==> src/rtl/memory_interface.sv <==
// memory_interface: sequential bridge between the datapath and a synchronous
// data memory. Each read/write request runs a fixed-length access of
// WAIT_STATES+1 memory cycles, then signals completion with a one-cycle Done.
// Read data is registered and held until the next read completes.
// Optional build macro: MEMIF_ALIGN_CHECK_EN enables misaligned-address
// detection (no memory access, sticky AlignError, immediate Done).
module memory_interface #(
  parameter int DATAWIDTH_BUS     = 32,
  parameter int DATAWIDTH_MEMADDR = 12,
  parameter int WAIT_STATES       = 2
) (
  input  logic                         MEMIF_CLOCK_50,
  input  logic                         MEMIF_ResetInHigh_In,
  input  logic                         MEMIF_Read_In,
  input  logic                         MEMIF_Write_In,
  input  logic [DATAWIDTH_BUS-1:0]     MEMIF_Address_InBUS,
  input  logic [DATAWIDTH_BUS-1:0]     MEMIF_WriteData_InBUS,
  input  logic [DATAWIDTH_BUS-1:0]     MEMIF_MemReadData_InBUS,
  output logic [DATAWIDTH_BUS-1:0]     MEMIF_MemoryData_OutBUS,
  output logic                         MEMIF_Done_Out,
  output logic                         MEMIF_Busy_Out,
  output logic                         MEMIF_AlignError_Out,
  output logic [DATAWIDTH_MEMADDR-1:0] MEMIF_MemAddress_OutBUS,
  output logic                         MEMIF_MemRead_Out,
  output logic                         MEMIF_MemWrite_Out,
  output logic [DATAWIDTH_BUS-1:0]     MEMIF_MemWriteData_OutBUS
);

  typedef enum logic [1:0] {
    IDLE   = 2'd0,
    ACCESS = 2'd1,
    DONE   = 2'd2
  } state_t;

  // Wait counter load value; WAIT_STATES is limited to 0..15.
  localparam logic [3:0] WAIT_LOAD = 4'(WAIT_STATES);

  state_t                         state_q;
  logic [3:0]                     cnt_q;
  logic [DATAWIDTH_BUS-1:0]       data_q;
  logic [DATAWIDTH_MEMADDR-1:0]   addr_q;
  logic [DATAWIDTH_BUS-1:0]       wdata_q;
  logic                           rd_q;
  logic                           wr_q;
  logic                           done_q;
  logic                           busy_q;
  logic                           req;
  logic                           misaligned;
  logic                           unused_addr;

  assign req = MEMIF_Read_In | MEMIF_Write_In;

  // Bits outside the word field are intentionally dropped (address wraps).
  assign unused_addr = ^MEMIF_Address_InBUS;

`ifdef MEMIF_ALIGN_CHECK_EN
  logic align_q;
  assign misaligned           = |MEMIF_Address_InBUS[1:0];
  assign MEMIF_AlignError_Out = align_q;
`else
  assign misaligned           = 1'b0;
  assign MEMIF_AlignError_Out = 1'b0;
`endif

  // Access sequencer: state, wait counter, latches and all registered outputs.
  always_ff @(posedge MEMIF_CLOCK_50) begin
    if (MEMIF_ResetInHigh_In) begin
      state_q <= IDLE;
      cnt_q   <= '0;
      data_q  <= '0;
      addr_q  <= '0;
      wdata_q <= '0;
      rd_q    <= 1'b0;
      wr_q    <= 1'b0;
      done_q  <= 1'b0;
      busy_q  <= 1'b0;
`ifdef MEMIF_ALIGN_CHECK_EN
      align_q <= 1'b0;
`endif
    end else begin
      case (state_q)
        IDLE: begin
          done_q <= 1'b0;
          busy_q <= 1'b0;
          if (req) begin
            busy_q <= 1'b1;
            if (misaligned) begin
              // Misaligned: skip the memory entirely, complete immediately.
`ifdef MEMIF_ALIGN_CHECK_EN
              align_q <= 1'b1;
`endif
              done_q  <= 1'b1;
              state_q <= DONE;
            end else begin
              // Write wins when both strobes are high.
              addr_q  <= MEMIF_Address_InBUS[DATAWIDTH_MEMADDR+1:2];
              wdata_q <= MEMIF_WriteData_InBUS;
              rd_q    <= ~MEMIF_Write_In;
              wr_q    <= MEMIF_Write_In;
              cnt_q   <= WAIT_LOAD;
              state_q <= ACCESS;
            end
          end
        end
        ACCESS: begin
          if (cnt_q != 4'd0) begin
            cnt_q <= cnt_q - 4'd1;
          end else begin
            // Last access cycle: memory data is valid now for a read.
            if (rd_q) begin
              data_q <= MEMIF_MemReadData_InBUS;
            end
            rd_q    <= 1'b0;
            wr_q    <= 1'b0;
            done_q  <= 1'b1;
            state_q <= DONE;
          end
        end
        DONE: begin
          done_q  <= 1'b0;
          busy_q  <= 1'b0;
          state_q <= IDLE;
        end
        default: begin
          state_q <= IDLE;
        end
      endcase
    end
  end

  assign MEMIF_MemoryData_OutBUS   = data_q;
  assign MEMIF_Done_Out            = done_q;
  assign MEMIF_Busy_Out            = busy_q;
  assign MEMIF_MemAddress_OutBUS   = addr_q;
  assign MEMIF_MemRead_Out         = rd_q;
  assign MEMIF_MemWrite_Out        = wr_q;
  assign MEMIF_MemWriteData_OutBUS = wdata_q;

endmodule

==> config.mk <==
export PLATFORM = sky130hd
export DESIGN_NAME = memory_interface
export DESIGN_NICKNAME = d
export VERILOG_FILES = /design/src/rtl/memory_interface.sv
export SDC_FILE = /design/constraint.sdc
export NUM_CORES = 1
export LEC_CHECK = 0
export CORE_MARGIN = 1
export CORE_UTILIZATION = 40
export DETAILED_ROUTE_END_ITERATION = 16
export GPL_TIMING_DRIVEN = 1
export PLACE_DENSITY = 0.85
export SYNTH_ARGS = -nofsm -noshare
export SYNTH_HDL_FRONTEND = slang
export SYNTH_SLANG_ARGS = --single-unit
==> constraint.sdc <==
create_clock -name MEMIF_CLOCK_50 -period 3.2 [get_ports MEMIF_CLOCK_50]
set_input_delay 0.64 -clock MEMIF_CLOCK_50 [delete_from_list [all_inputs] [get_ports MEMIF_CLOCK_50]]
set_output_delay 0.64 -clock MEMIF_CLOCK_50 [all_outputs]
set_load 0.01 [all_outputs]
==> impl_results.rst <==
.. list-table::
   :header-rows: 1

   * - Metric
     - Value
   * - Result of the run
     - complete, no violations
   * - Number of flops mapped to enable cells by yosys
     - 0
   * - Final number of setup-violating endpoints
     - 0
   * - Slew at the pin closest to its max-slew limit
     - ~0.87 ns
   * - Critical path endpoint category
     - flop
   * - Buffer cell driving the clock tree root
     - clkbuf_8
   * - Residual overflow from global routing
     - 0
   * - Gate count of the mapped netlist
     - 379
   * - Timing endpoint of the critical path
     - MEMIF_MemWriteData_OutBUS[12]$_SDFFE_PP0P_
   * - Longest individual stage delay on the worst path
     - 0.61 ns
   * - Total wire length
     - 7770 um
   * - Seq cells post-synth
     - between 80 and 90
   * - Hold violation count in the final report
     - 0
   * - CTS resizes
     - 0
   * - Sequential-to-total area share from yosys stat
     - 56.1%
   * - Router iterations before antenna repair
     - 4
   * - Overall die width
     - 89.6 um
   * - Fraction of registers with async set or reset after synthesis
     - 0%
   * - Register clock-pin slew on the reported worst setup and hold paths
     - 0.08 ns
   * - Detailed Route Iter0 Violations
     - around 90
   * - Total negative slack
     - 0 ns
   * - Clock tree buffer depth
     - 2
   * - DP HPWL
     - 5530 um
   * - H-tree depth
     - 3
   * - Total DRC errors in the routed layout
     - 0
   * - Final slew viol count
     - 0
   * - Cell-by-cell trace of the critical path
     - clkdlybuf4s50_1 > o21a_1 > buf_12 > nand2_1 > a21oi_1
   * - Via count
     - between 2,000 and 3,000
   * - Worst Setup Slack, final
     - around 1.1 ns
   * - Launch point of the critical path
     - MEMIF_Write_In
   * - Highest attainable clock frequency
     - 0.477 GHz
   * - Global Route Usage Sum
     - 19.2%
   * - Launch point of the worst hold path
     - MEMIF_MemAddress_OutBUS[8]$_SDFFE_PP0P_
   * - Setup Slack @ Placement
     - 0.746 ns
   * - Cell with the most instances after synthesis
     - nand2_1
   * - Worst reg2reg path depth
     - 5
   * - Crit Reg-Reg Endpoint
     - MEMIF_MemWriteData_OutBUS[12]$_SDFFE_PP0P_
   * - Peak ir drop on the vdd network
     - ~340 uV
   * - Antenna cell count
     - 0
   * - Largest net degree at the start of global routing
     - between 40 and 50
   * - Total die area
     - approximately 8000 um^2
   * - Cell Count, Final, Fillers Out
     - ~630
   * - Worst slew margin
     - between 40% and 50%
   * - Leakage component of the power
     - around 1.8 nW
   * - Sinks on the clock net
     - 86
   * - Final Wtd Congestion
     - approximately 0.72
   * - Critical path required time
     - 3.44 ns
   * - Wire length per cell
     - 12.3 um
   * - Final layout net count
     - 629
   * - Cell area power density
     - 536 nW/um^2
   * - Number of buffers created by CTS
     - 9
   * - Core footprint
     - roughly 7300 um^2
   * - Minimum setup slack among reg-to-reg paths
     - around 1.4 ns
   * - Number of ports placed on the die boundary
     - 181
   * - Fin crit share
     - 65.6%
   * - Starting density of the core
     - 41.9%
   * - Area Growth Syn to Fin
     - 61.3%
   * - Post-placement cell count
     - 615
   * - Final critical path time including I/O delays and setup
     - 2.10 ns
   * - IO Port Bufs
     - 159
   * - Crit Reg-Reg Startpoint
     - state_q[0]$_SDFFE_PP0P_
   * - Number of buffers inserted by hold repair at cts
     - 0
   * - RSZ-0062 raised after global routing
     - no
   * - Via count of the first global-routing pass
     - approximately 2,800
   * - Max FO, Critical Path
     - 32
   * - Die height
     - 89.6 um
   * - Syn nets
     - 481
   * - Critical path class
     - in2reg
   * - Number of distinct library cell variants in the gate-level netlist after synthesis
     - 28
   * - Share of layout cells above drive strength 1
     - 5.26%
   * - Post-CTS setup buffer count
     - 0
   * - Post-synth top area share
     - 56.1%
   * - Post-DR vias/cell
     - 4.71
   * - Mapped cell area
     - slightly above 3000 um^2
   * - Kind of path behind the tightest hold check
     - reg2reg
   * - Clock tree from TritonCTS
     - yes
   * - Insertion delay to the later sink of the worst-skew pair
     - 0.33 ns
   * - Biggest area contributors in the synthesized netlist
     - dfxtp_1, nand2_1, a21oi_1, buf_2, buf_4
   * - Rows
     - 31
   * - Ys flop type
     - dfxtp_1
   * - Arrival time of the worst setup path
     - 2.34 ns
   * - Wire length of the first global-routing pass
     - 12,000 um
   * - CP max stage cell
     - o21a_1
   * - Number of maximum-capacitance constraint violations
     - 0
   * - Setup Skew
     - 0.00853 ns
   * - Synth Area per Inst
     - 8.09 um^2
   * - Startpoint type of the worst setup path
     - input port
   * - Synthesis Warnings
     - 0
   * - Top cell type by total area after synthesis
     - dfxtp_1
   * - Number of antenna violations at the first check in global routing
     - 0
   * - List of most frequent post-synthesis cells
     - nand2_1, dfxtp_1, a21oi_1
   * - Count of antenna-violating nets left after detailed routing
     - 0
[final cells by class]
class                   count  area, um^2
multi-input cells         263        1190
flip-flops and latches     86        1720
inverters                   2        7.51
clock inverters             5         106
fillers                   597        2380
repair buffers            165        1660
well taps                  99         124
clock buffers              11         141
[state kept, by name, summed over array words and instances (netlist names)]
signal                     count
MEMIF_MemoryData_OutBUS       32
MEMIF_Busy_Out                 1
MEMIF_MemWriteData_OutBUS     32
MEMIF_Done_Out                 1
state_q                        2
MEMIF_MemRead_Out              1
MEMIF_MemAddress_OutBUS       12
MEMIF_MemWrite_Out             1
cnt_q                          4
[layout by cell type, fill, tap and decap left out, types with 3 or more instances in the layout]
| cell | synthesis | final |
|---|---|---|
| clkbuf_8 | 0 | 10 |
| nor3_1 | 3 | 3 |
| bufinv_16 | 0 | 3 |
| buf_4 | 5 | 4 |
| nand3_1 | 3 | 3 |
| a21oi_1 | 80 | 80 |
| dfxtp_1 | 86 | 86 |
| nand2_1 | 157 | 157 |
| clkdlybuf4s50_1 | 0 | 158 |
[layer usage]
layer	GRT usage, %	wire (um)	vias to the layer above
met5	0	0	-
met3	6.67	641	4
met1	19.5	3190	1358
li1	-	-	1511
met2	36.2	3890	100
met4	6.78	55	0
[power by group]
part / total (mW) / internal (mW) / switching, mW
Sequential: 1.19 / 1.15 / 0.0425
Clock: 0.914 / 0.542 / 0.372
Combinational: 0.543 / 0.291 / 0.252
Total: 2.65 / 1.98 / 0.667
[per-stage QoR]
| stage | util (%) | total power, mW | hold WS (ns) | instance area, um^2 |
|---|---|---|---|---|
| global route | 67.5 | 2.78 | 0.472 | 4950 |
| finish | 67.5 | 2.65 | 0.455 | 4950 |
| floorplan | - | 1.47 | 0.477 | 3070 |
| CTS | 67.5 | 2.69 | 0.457 | 4950 |
| detailed placement | 64.1 | 1.77 | 0.446 | 4700 |
| global placement | 64.1 | 1.75 | 0.441 | 4700 |
[cells by family (layout without fill, tap and decap cells)]
kind of cell               Yosys count  after routing  share of synthesized area (%)
AOI/OAI and AO/OA                   86             86                           14.7
xor gates and xnor gates             2              2                          0.571
adders and majority gates            2              2                          0.816
buffers and inverters               30            183                           5.38
DFF                                 86             86                           56.1
other                                1              1                          0.122
and+or+nand+nor                    172            172                           22.3
[worst max-delay path, delay by kind of cell]
kind                   cells  cell delay [ns]
buffers and inverters      2             0.86
AND/OR/NAND/NOR            1             0.07
AO/OA/AOI/OAI              2             0.76
[worst min-delay path by stage]
stage / slack [ns] / cells after the start / end
finish: 0.46 / 2 / MEMIF_MemAddress_OutBUS[8]$_SDFFE_PP0P_
global placement: 0.44 / 2 / MEMIF_MemWriteData_OutBUS[23]$_SDFFE_PP0P_
CTS: 0.46 / 2 / MEMIF_MemAddress_OutBUS[8]$_SDFFE_PP0P_
global route: 0.47 / 2 / MEMIF_MemoryData_OutBUS[11]$_SDFFE_PP0P_
floorplan: 0.48 / 2 / MEMIF_Busy_Out$_SDFFE_PP0N_
detailed placement: 0.45 / 2 / MEMIF_MemWriteData_OutBUS[10]$_SDFFE_PP0P_
Note: power is estimated with default switching activity, not from simulation.
